## src/rtl/st_seg_concat_pkg.sv

```systemverilog
// Shared definitions for the segment concatenator: FSM state encoding,
// CSR register map and counter widths.
package st_seg_concat_pkg;

    typedef enum logic [2:0] {
        ST_IDLE  = 3'd0,
        ST_XFER  = 3'd1,
        ST_ABORT = 3'd2
    } state_e;

    localparam logic [1:0] CSR_CTRL   = 2'd0;
    localparam logic [1:0] CSR_PKT    = 2'd1;
    localparam logic [1:0] CSR_ABORT  = 2'd2;
    localparam logic [1:0] CSR_STATUS = 2'd3;

    localparam int CNT_W      = 32;
    localparam int DROP_W     = 16;
    localparam int DROP_ADD_W = 4;
    localparam int TMO_W      = 32;

    function automatic logic [CNT_W-1:0] satInc(input logic [CNT_W-1:0] value, input logic inc);
        return (inc && (value != '1)) ? value + CNT_W'(1) : value;
    endfunction

    // Several segments can be flushed in the same cycle, so drops add a count.
    function automatic logic [DROP_W-1:0] satAdd(input logic [DROP_W-1:0] value,
                                                 input logic [DROP_ADD_W-1:0] amount);
        logic [DROP_W:0] sum;
        sum = {1'b0, value} + {{(DROP_W + 1 - DROP_ADD_W){1'b0}}, amount};
        return sum[DROP_W] ? '1 : sum[DROP_W-1:0];
    endfunction

endpackage

```

## src/rtl/st_seg_concat_if.sv

```systemverilog
// Bundles the segment sinks, the merged source and the CSR slave port.
interface st_seg_concat_if #(
    parameter int NUM_SEG = 3,
    parameter int DATA_W  = 32,
    parameter int EMPTY_W = 2
);
    logic [NUM_SEG*DATA_W-1:0]  seg_data;
    logic [NUM_SEG-1:0]         seg_valid;
    logic [NUM_SEG-1:0]         seg_sop;
    logic [NUM_SEG-1:0]         seg_eop;
    logic [NUM_SEG*EMPTY_W-1:0] seg_empty;
    logic [NUM_SEG-1:0]         seg_ready;

    logic [DATA_W-1:0]          to_udp_data;
    logic                       to_udp_valid;
    logic                       to_udp_sop;
    logic                       to_udp_eop;
    logic [EMPTY_W-1:0]         to_udp_empty;
    logic                       to_udp_ready;

    logic [1:0]                 csr_address;
    logic                       csr_read;
    logic                       csr_write;
    logic [31:0]                csr_writedata;
    logic [31:0]                csr_readdata;

    modport slave (
        input  seg_data, seg_valid, seg_sop, seg_eop, seg_empty,
        output seg_ready,
        output to_udp_data, to_udp_valid, to_udp_sop, to_udp_eop, to_udp_empty,
        input  to_udp_ready,
        input  csr_address, csr_read, csr_write, csr_writedata,
        output csr_readdata
    );

    modport master (
        output seg_data, seg_valid, seg_sop, seg_eop, seg_empty,
        input  seg_ready,
        input  to_udp_data, to_udp_valid, to_udp_sop, to_udp_eop, to_udp_empty,
        output to_udp_ready,
        output csr_address, csr_read, csr_write, csr_writedata,
        input  csr_readdata
    );
endinterface

```

## src/rtl/st_seg_concat_csr.sv

```systemverilog
// Control register, saturating packet/abort/drop counters and the
// registered Avalon-MM readback mux.
module st_seg_concat_csr
    import st_seg_concat_pkg::*;
(
    input  logic                  clk,
    input  logic                  rst_n,
    input  logic [1:0]            i_address,
    input  logic                  i_read,
    input  logic                  i_write,
    input  logic [31:0]           i_writedata,
    output logic [31:0]           o_readdata,
    input  logic                  i_pktInc,
    input  logic                  i_abortInc,
    input  logic [DROP_ADD_W-1:0] i_dropAdd,
    input  state_e                i_state,
    input  logic [7:0]            i_k,
    output logic                  o_enable
);

    logic              r_enable;
    logic [CNT_W-1:0]  r_pktCnt;
    logic [CNT_W-1:0]  r_abortCnt;
    logic [DROP_W-1:0] r_dropCnt;
    logic [31:0]       r_readdata;

    logic              w_ctrlWr;
    logic              w_clear;
    logic [31:0]       w_rdMux;
    logic              w_unusedWrBits;

    assign w_ctrlWr       = i_write && (i_address == CSR_CTRL);
    assign w_clear        = w_ctrlWr && i_writedata[1];
    assign w_unusedWrBits = ^i_writedata[31:2];

    // The clear bit is a pulse, not storage; it wins over a same-cycle increment.
    always_ff @(posedge clk or negedge rst_n) begin
        if (!rst_n) begin
            r_enable   <= 1'b1;
            r_pktCnt   <= '0;
            r_abortCnt <= '0;
            r_dropCnt  <= '0;
        end else begin
            if (w_ctrlWr) begin
                r_enable <= i_writedata[0];
            end
            if (w_clear) begin
                r_pktCnt   <= '0;
                r_abortCnt <= '0;
                r_dropCnt  <= '0;
            end else begin
                r_pktCnt   <= satInc(r_pktCnt, i_pktInc);
                r_abortCnt <= satInc(r_abortCnt, i_abortInc);
                r_dropCnt  <= satAdd(r_dropCnt, i_dropAdd);
            end
        end
    end

    always_comb begin
        w_rdMux = '0;
        case (i_address)
            CSR_CTRL:   w_rdMux = {31'd0, r_enable};
            CSR_PKT:    w_rdMux = r_pktCnt;
            CSR_ABORT:  w_rdMux = r_abortCnt;
            CSR_STATUS: w_rdMux = {r_dropCnt, 5'd0, i_state, i_k};
            default:    w_rdMux = '0;
        endcase
    end

    always_ff @(posedge clk or negedge rst_n) begin
        if (!rst_n) begin
            r_readdata <= '0;
        end else if (i_read) begin
            r_readdata <= w_rdMux;
        end
    end

    assign o_readdata = r_readdata;
    assign o_enable   = r_enable;

endmodule

```

## src/rtl/st_seg_concat.sv

```systemverilog
// Concatenates NUM_SEG Avalon-ST segment streams into one packet with a
// zero-latency forwarding mux, idle-timeout abort and IDLE-time flushing.
module st_seg_concat
    import st_seg_concat_pkg::*;
#(
    parameter int                NUM_SEG    = 3,
    parameter int                DATA_W     = 32,
    parameter int                EMPTY_W    = 2,
    parameter int                TIMEOUT    = 1024,
    parameter logic [DATA_W-1:0] ABORT_WORD = 32'hDEAD_BEEF
) (
    input  logic          clk,
    input  logic          rst_n,
    st_seg_concat_if.slave bus
);

    localparam int               KW        = (NUM_SEG > 1) ? $clog2(NUM_SEG) : 1;
    localparam logic [KW-1:0]    LAST_K    = KW'(NUM_SEG - 1);
    localparam logic [TMO_W-1:0] TMO_LIMIT = TMO_W'(TIMEOUT);

    state_e             r_state;
    logic [KW-1:0]      r_k;
    logic [TMO_W-1:0]   r_tmo;

    state_e             w_stateNxt;
    logic [KW-1:0]      w_kNxt;
    logic [TMO_W-1:0]   w_tmoNxt;
    logic               w_pktInc;
    logic               w_abortInc;
    logic [DROP_ADD_W-1:0] w_dropAdd;
    logic               w_enable;
    logic               w_isLast;
    logic [NUM_SEG-1:0] w_segReady;
    logic               w_outValid;
    logic [DATA_W-1:0]  w_outData;
    logic               w_outSop;
    logic               w_outEop;
    logic [EMPTY_W-1:0] w_outEmpty;

    logic [DATA_W-1:0]  w_segWord  [NUM_SEG];
    logic [EMPTY_W-1:0] w_segEmpty [NUM_SEG];

    for (genvar g = 0; g < NUM_SEG; g++) begin : g_unpack
        assign w_segWord[g]  = bus.seg_data[g*DATA_W +: DATA_W];
        assign w_segEmpty[g] = bus.seg_empty[g*EMPTY_W +: EMPTY_W];
    end

    assign w_isLast = (r_k == LAST_K);

    always_ff @(posedge clk or negedge rst_n) begin
        if (!rst_n) begin
            r_state <= ST_IDLE;
            r_k     <= '0;
            r_tmo   <= '0;
        end else begin
            r_state <= w_stateNxt;
            r_k     <= w_kNxt;
            r_tmo   <= w_tmoNxt;
        end
    end

    always_comb begin
        w_stateNxt = r_state;
        w_kNxt     = r_k;
        w_tmoNxt   = r_tmo;
        w_pktInc   = 1'b0;
        w_abortInc = 1'b0;
        w_dropAdd  = '0;
        w_segReady = '0;
        w_outValid = 1'b0;
        w_outData  = '0;
        w_outSop   = 1'b0;
        w_outEop   = 1'b0;
        w_outEmpty = '0;

        case (r_state)
            // A stalled seg0 start-of-packet is held, not flushed, while disabled.
            ST_IDLE: begin
                w_kNxt   = '0;
                w_tmoNxt = '0;
                for (int k = 1; k < NUM_SEG; k++) begin
                    w_segReady[k] = 1'b1;
                    if (bus.seg_valid[k]) begin
                        w_dropAdd = w_dropAdd + DROP_ADD_W'(1);
                    end
                end
                if (bus.seg_valid[0] && !bus.seg_sop[0]) begin
                    w_segReady[0] = 1'b1;
                    w_dropAdd     = w_dropAdd + DROP_ADD_W'(1);
                end else if (bus.seg_valid[0] && w_enable) begin
                    w_outValid    = 1'b1;
                    w_outData     = w_segWord[0];
                    w_outSop      = 1'b1;
                    w_segReady[0] = bus.to_udp_ready;
                    if (bus.to_udp_ready) begin
                        w_stateNxt = ST_XFER;
                        w_kNxt     = bus.seg_eop[0] ? KW'(1) : '0;
                    end
                end
            end

            ST_XFER: begin
                w_outValid      = bus.seg_valid[r_k];
                w_outData       = w_segWord[r_k];
                w_segReady[r_k] = bus.to_udp_ready;
                if (w_isLast && bus.seg_eop[r_k]) begin
                    w_outEop   = 1'b1;
                    w_outEmpty = w_segEmpty[r_k];
                end
                if (bus.seg_valid[r_k] && bus.to_udp_ready) begin
                    w_tmoNxt = '0;
                    if (bus.seg_eop[r_k]) begin
                        if (w_isLast) begin
                            w_stateNxt = ST_IDLE;
                            w_kNxt     = '0;
                            w_pktInc   = 1'b1;
                        end else begin
                            w_kNxt = r_k + KW'(1);
                        end
                    end
                end else if (TIMEOUT != 0) begin
                    w_tmoNxt = r_tmo + TMO_W'(1);
                    if (w_tmoNxt >= TMO_LIMIT) begin
                        w_stateNxt = ST_ABORT;
                        w_tmoNxt   = '0;
                    end
                end
            end

            ST_ABORT: begin
                w_outValid = 1'b1;
                w_outData  = ABORT_WORD;
                w_outEop   = 1'b1;
                if (bus.to_udp_ready) begin
                    w_stateNxt = ST_IDLE;
                    w_kNxt     = '0;
                    w_abortInc = 1'b1;
                end
            end

            default: begin
                w_stateNxt = ST_IDLE;
                w_kNxt     = '0;
                w_tmoNxt   = '0;
            end
        endcase

        // Outputs are forced quiet the instant reset asserts, not at the next edge.
        if (!rst_n) begin
            w_segReady = '0;
            w_outValid = 1'b0;
            w_outData  = '0;
            w_outSop   = 1'b0;
            w_outEop   = 1'b0;
            w_outEmpty = '0;
            w_dropAdd  = '0;
        end
    end

    assign bus.seg_ready    = w_segReady;
    assign bus.to_udp_valid = w_outValid;
    assign bus.to_udp_data  = w_outData;
    assign bus.to_udp_sop   = w_outSop;
    assign bus.to_udp_eop   = w_outEop;
    assign bus.to_udp_empty = w_outEmpty;

    st_seg_concat_csr u_csr (
        .clk         (clk),
        .rst_n       (rst_n),
        .i_address   (bus.csr_address),
        .i_read      (bus.csr_read),
        .i_write     (bus.csr_write),
        .i_writedata (bus.csr_writedata),
        .o_readdata  (bus.csr_readdata),
        .i_pktInc    (w_pktInc),
        .i_abortInc  (w_abortInc),
        .i_dropAdd   (w_dropAdd),
        .i_state     (r_state),
        .i_k         ({{(8 - KW){1'b0}}, r_k}),
        .o_enable    (w_enable)
    );

endmodule

```

## src/flat_wrapper.sv

```systemverilog
// flat-port wrapper written by rule: the top's interface ports become plain ports
module st_seg_concat_flat import st_seg_concat_pkg::*;
#(
    parameter int                NUM_SEG    = 3,
    parameter int                DATA_W     = 32,
    parameter int                EMPTY_W    = 2,
    parameter int                TIMEOUT    = 1024,
    parameter logic [DATA_W-1:0] ABORT_WORD = 32'hDEAD_BEEF
)
  (clk, rst_n, bus_seg_data, bus_seg_valid, bus_seg_sop, bus_seg_eop, bus_seg_empty, bus_seg_ready, bus_to_udp_data, bus_to_udp_valid, bus_to_udp_sop, bus_to_udp_eop, bus_to_udp_empty, bus_to_udp_ready, bus_csr_address, bus_csr_read, bus_csr_write, bus_csr_writedata, bus_csr_readdata);
  st_seg_concat_if #(.NUM_SEG(NUM_SEG), .DATA_W(DATA_W), .EMPTY_W(EMPTY_W)) bus_i ();
  input  logic clk;
  input  logic rst_n;
  input wire logic [$bits(bus_i.seg_data)-1:0] bus_seg_data;
  input wire logic [$bits(bus_i.seg_valid)-1:0] bus_seg_valid;
  input wire logic [$bits(bus_i.seg_sop)-1:0] bus_seg_sop;
  input wire logic [$bits(bus_i.seg_eop)-1:0] bus_seg_eop;
  input wire logic [$bits(bus_i.seg_empty)-1:0] bus_seg_empty;
  output wire logic [$bits(bus_i.seg_ready)-1:0] bus_seg_ready;
  output wire logic [$bits(bus_i.to_udp_data)-1:0] bus_to_udp_data;
  output wire logic [$bits(bus_i.to_udp_valid)-1:0] bus_to_udp_valid;
  output wire logic [$bits(bus_i.to_udp_sop)-1:0] bus_to_udp_sop;
  output wire logic [$bits(bus_i.to_udp_eop)-1:0] bus_to_udp_eop;
  output wire logic [$bits(bus_i.to_udp_empty)-1:0] bus_to_udp_empty;
  input wire logic [$bits(bus_i.to_udp_ready)-1:0] bus_to_udp_ready;
  input wire logic [$bits(bus_i.csr_address)-1:0] bus_csr_address;
  input wire logic [$bits(bus_i.csr_read)-1:0] bus_csr_read;
  input wire logic [$bits(bus_i.csr_write)-1:0] bus_csr_write;
  input wire logic [$bits(bus_i.csr_writedata)-1:0] bus_csr_writedata;
  output wire logic [$bits(bus_i.csr_readdata)-1:0] bus_csr_readdata;
  assign bus_i.seg_data = bus_seg_data;
  assign bus_i.seg_valid = bus_seg_valid;
  assign bus_i.seg_sop = bus_seg_sop;
  assign bus_i.seg_eop = bus_seg_eop;
  assign bus_i.seg_empty = bus_seg_empty;
  assign bus_seg_ready = bus_i.seg_ready;
  assign bus_to_udp_data = bus_i.to_udp_data;
  assign bus_to_udp_valid = bus_i.to_udp_valid;
  assign bus_to_udp_sop = bus_i.to_udp_sop;
  assign bus_to_udp_eop = bus_i.to_udp_eop;
  assign bus_to_udp_empty = bus_i.to_udp_empty;
  assign bus_i.to_udp_ready = bus_to_udp_ready;
  assign bus_i.csr_address = bus_csr_address;
  assign bus_i.csr_read = bus_csr_read;
  assign bus_i.csr_write = bus_csr_write;
  assign bus_i.csr_writedata = bus_csr_writedata;
  assign bus_csr_readdata = bus_i.csr_readdata;
  st_seg_concat #(.NUM_SEG(NUM_SEG), .DATA_W(DATA_W), .EMPTY_W(EMPTY_W), .TIMEOUT(TIMEOUT), .ABORT_WORD(ABORT_WORD)) u_core (.clk(clk), .rst_n(rst_n), .bus(bus_i));
endmodule
```

## config.mk

```make
export PLATFORM = sky130hd
export DESIGN_NAME = st_seg_concat_flat
export DESIGN_NICKNAME = d
export VERILOG_FILES = /design/src/rtl/st_seg_concat_pkg.sv /design/src/rtl/st_seg_concat_if.sv /design/src/rtl/st_seg_concat_csr.sv /design/src/rtl/st_seg_concat.sv /design/src/flat_wrapper.sv
export SDC_FILE = /design/constraint.sdc
export NUM_CORES = 1
export LEC_CHECK = 0
export ABC_AREA = 1
export CORE_ASPECT_RATIO = 0.7
export CORE_UTILIZATION = 51
export DETAILED_ROUTE_END_ITERATION = 6
export MAX_ROUTING_LAYER = met4
export PLACE_DENSITY = 0.8
export SLEW_MARGIN = 0
export SYNTH_ARGS = -nofsm -noshare
export SYNTH_HDL_FRONTEND = slang
export SYNTH_SLANG_ARGS = --single-unit
```

## constraint.sdc

```tcl
create_clock -name clk -period 3.9 [get_ports clk]
set_input_delay 1.17 -clock clk [delete_from_list [all_inputs] [get_ports clk]]
set_output_delay 1.17 -clock clk [all_outputs]
set_load 0.05 [all_outputs]
```

==> results of run 1 <==
[cell families (layout without fill, tap and decap cells)]
family / Yosys count / in the layout / share of synthesized area (%)
DFF: 149 / 149 / 39.3
muxes: 13 / 13 / 1.53
adders and majority gates: 13 / 13 / 1.79
xor gates and xnor gates: 20 / 20 / 1.84
and+or+nand+nor: 670 / 670 / 30.2
buffers and inverters: 234 / 459 / 9.40
other: 0 / 1 / 0
AOI/OAI and AO/OA: 261 / 261 / 16.0
[synthesized netlist by cell type (all sizes together) (10+ instances only)]
library cell / n
a31oi: 74
mux2: 12
o21ai: 82
nand2: 364
buf: 10
xor2: 14
nor3: 34
a21oi: 72
nand4: 27
clkbuf: 39
inv: 183
ha: 12
nand3: 69
nor2: 149
dfrtp: 148
[registers in the layout (all words and copies together), names as in the netlist]
signal                   cells
u_core.r_k                   2
u_core.u_csr.r_pktCnt       32
u_core.u_csr.r_abortCnt     32
u_core.r_state               2
u_core.r_tmo                32
u_core.u_csr.r_dropCnt      16
u_core.u_csr.o_enable        1
u_core.u_csr.o_readdata     32
[metrics by stage]
stage          cell area (sq um)  power (W)  worst slack (ns)  hold slack [ns]
2_1_floorplan               9500    0.00321            0.0949            0.447
3_3_place_gp               12300    0.00438            -0.360            0.470
3_5_place_dp               12300    0.00443            -0.549            0.471
4_1_cts                    13000    0.00624            0.0332            0.496
5_1_grt                    13100    0.00655           -0.0453            0.514
6_report                   13100    0.00630            0.0853            0.491
[area by class of cell]
class | instances | area share [%]
flip-flops and latches | 149 | 28.5
well taps | 236 | 2.25
inverters | 185 | 5.30
repair buffers | 242 | 21.0
clock buffers | 19 | 3.38
multi-input cells | 977 | 38.5
clock inverters | 13 | 1.12
diodes | 1 | 0.0191
[path summary, 6_finish.rpt]
check | startpoint | to | slack, ns
worst max-delay path | bus_seg_valid[1] | u_core.u_csr.r_dropCnt[5]$_DFF_PN0_ | 0.09
worst min-delay path | u_core.r_tmo[31]$_DFFE_PN0P_ | u_core.r_tmo[31]$_DFFE_PN0P_ | 0.49
worst max register to register | u_core.r_state[1]$_DFFE_PN0P_ | u_core.u_csr.r_dropCnt[5]$_DFF_PN0_ | 0.65
worst min register to register | u_core.r_tmo[31]$_DFFE_PN0P_ | u_core.r_tmo[31]$_DFFE_PN0P_ | 0.49
max in group asynchronous | rst_n | u_core.u_csr.r_pktCnt[20]$_DFFE_PN0P_ | 1.73
min in group asynchronous | rst_n | u_core.r_state[1]$_DFFE_PN0P_ | 0.52
[worst max-delay path, cell delays in order]
cell             delay (ns)
clkdlybuf4s50_1        0.47
inv_1                  0.05
ha_1                   0.31
nand2_1                0.09
nor3b_4                0.19
ha_2                   0.20
inv_1                  0.06
fa_2                   0.37
o21ai_2                0.16
nand3_2                0.12
nor2_2                 0.15
nand2_1                0.09
nor2_2                 0.15
nand2_2                0.09
nor2_4                 0.13
inv_2                  0.08
buf_6                  0.14
a21oi_2                0.12
[layer usage]
layer  part of all wire (%)  GRT usage [%]
met5                      0              -
met4                    2.0           9.60
met3                    9.4           7.74
met2                     43           46.0
met1                     45           49.0
[cells in the final DEF (no fill, tap or decap), drive strengths merged, types with 3 or more instances in the layout]
master	synthesis	final
or2	3	3
dfrtp	148	148
o21a	3	3
clkdlybuf4s50	0	145
o211ai	4	4
buf	10	95
nor4	8	8
xor2	14	14
nor3b	4	4
clkinv	2	7
o21ai	82	82
mux2	12	12
a31oi	74	74
ha	12	12
nand4	27	27
o31ai	4	4
nand3b	8	8
o221ai	7	7
xnor2	6	6
and2	3	3
o22ai	7	7
a21oi	72	72
nor3	34	34
nand2	364	364
nand3	69	69
clkbuf	39	20
nor2	149	149
inv	183	187
[where the power goes]
group,switching [W],internal (W)
registers,0.000135,0.00169
logic,0.00167,0.00115
clock network,0.000688,0.000968
[timing repair]
item                                    in CTS  in global routing
buffers inserted                             4                  3
cloned                                       2                  0
pin swaps                                    2                  8
hold buffers                                 0                  0
endpoints found under the setup margin      44                 25
gates resized for setup                     20                 22
==> out/summary.txt, run 1 <==
Mean Syn Cell Area -> 6.98 sq um
First-pass GRT wire length -> 48.2 mm
Post-synth ARST share -> 100%
WL final -> 31.2 mm
Multi-input combinational cell area -> 5040 sq um
Antenna-violating nets left -> 0
Final setup fails -> 0
Layout Nets -> 1,735
CTS tree -> yes
Clock Tree Root -> clkbuf_16
Minimum clock period -> 3.81 ns
Post-Synthesis Cells -> 1,360
Mapped Nets -> 1,523
Global route total overflow -> 0
Leading register cell type out of synthesis -> dfrtp_1
Number of global-route vias before repair -> 9,243
Status -> complete, no violations
Crit path kind -> primary input to register
Dominant cell type by area after synthesis -> dfrtp_1
Fillers -> 1,426
Yosys warns -> 0
Post-synth EDFFs -> 0
Largest cells by area after synthesis -> dfrtp_1 (39%), nand2_1 (14%), inv_1 (7.0%)
Mapped cell area -> 9500 sq um
Cells on worst reg2reg path -> 17
Seq/Total Area, Yosys -> 39.3%
DR WL/cell -> 17.1 microns
Largest net degree at the start of global routing -> 72
Max-cap viol count -> 0
Placed insts -> 1,780
DP HPWL -> 22.7 mm
Area growth syn-to-layout -> 38.1%
Period utilization -> 97.8%
Setup TNS -> 0 ns
Htree depth -> 4
Worst EP arrival -> 4.14 ns
Worst-Margin Slew -> 1.12 ns
First-pass detailed-route iteration total -> 5
Skew-Pair Late Insertion Delay -> 0.43 ns
Fmax achieved -> 0.262 GHz
Sink Count -> 149
Yosys reg bits -> 149
CTS Buf Count -> 17
Row count -> 41
Final non-filler cell total -> 1,822
Final Util -> 72.4%
Critical path startpoint category -> primary input
Synth unique cells -> 48
IO Port Bufs -> 189
Initial DRC Count -> 1,132
Reg area -> 3730 sq um
Hold path depth -> 2
Via count -> 10,294
I/O pins -> 222
DRC -> 0
PD cells -> 480 nW/um^2
Post-synth top area share -> 39.0%
Critical Path Fanout Max -> 5
GP Congestion -> 0.952
Starting Density -> 52.4%
Die Y-Extent -> 116 microns
Die X -> 165 microns
Post-Route Skew -> 0.0120 ns
Max_slew headroom -> 25.2%
Initial antenna violation count -> 1
Gr usage total -> 33.6%
Vias/cell -> 5.65
CORE AREA -> 18,100 sq um
Type of destination of the critical path -> register
Fin. max-slew vios -> 0
Final Hold Viols -> 0
Worst min-delay path class -> register to register
Leakage power -> 5.70 nW
Max clock buf depth -> 2
VDD IR-drop max -> 0.000329 V
Share of layout cells above drive strength 1 -> 13.1%
Die Area -> 19,200 sq um
Clk slew on worst S/H paths -> 0.07 ns
Critical path required time -> 4.23 ns
No activity file was read; power rests on OpenSTA's default activity.
==> run 2, diff against run 1 <==
Settings changed: CTS_CLUSTER_SIZE set to 12.
==> results of run 2 <==
Same layout as run 1: the final DEF is identical, and so are final timing and power.
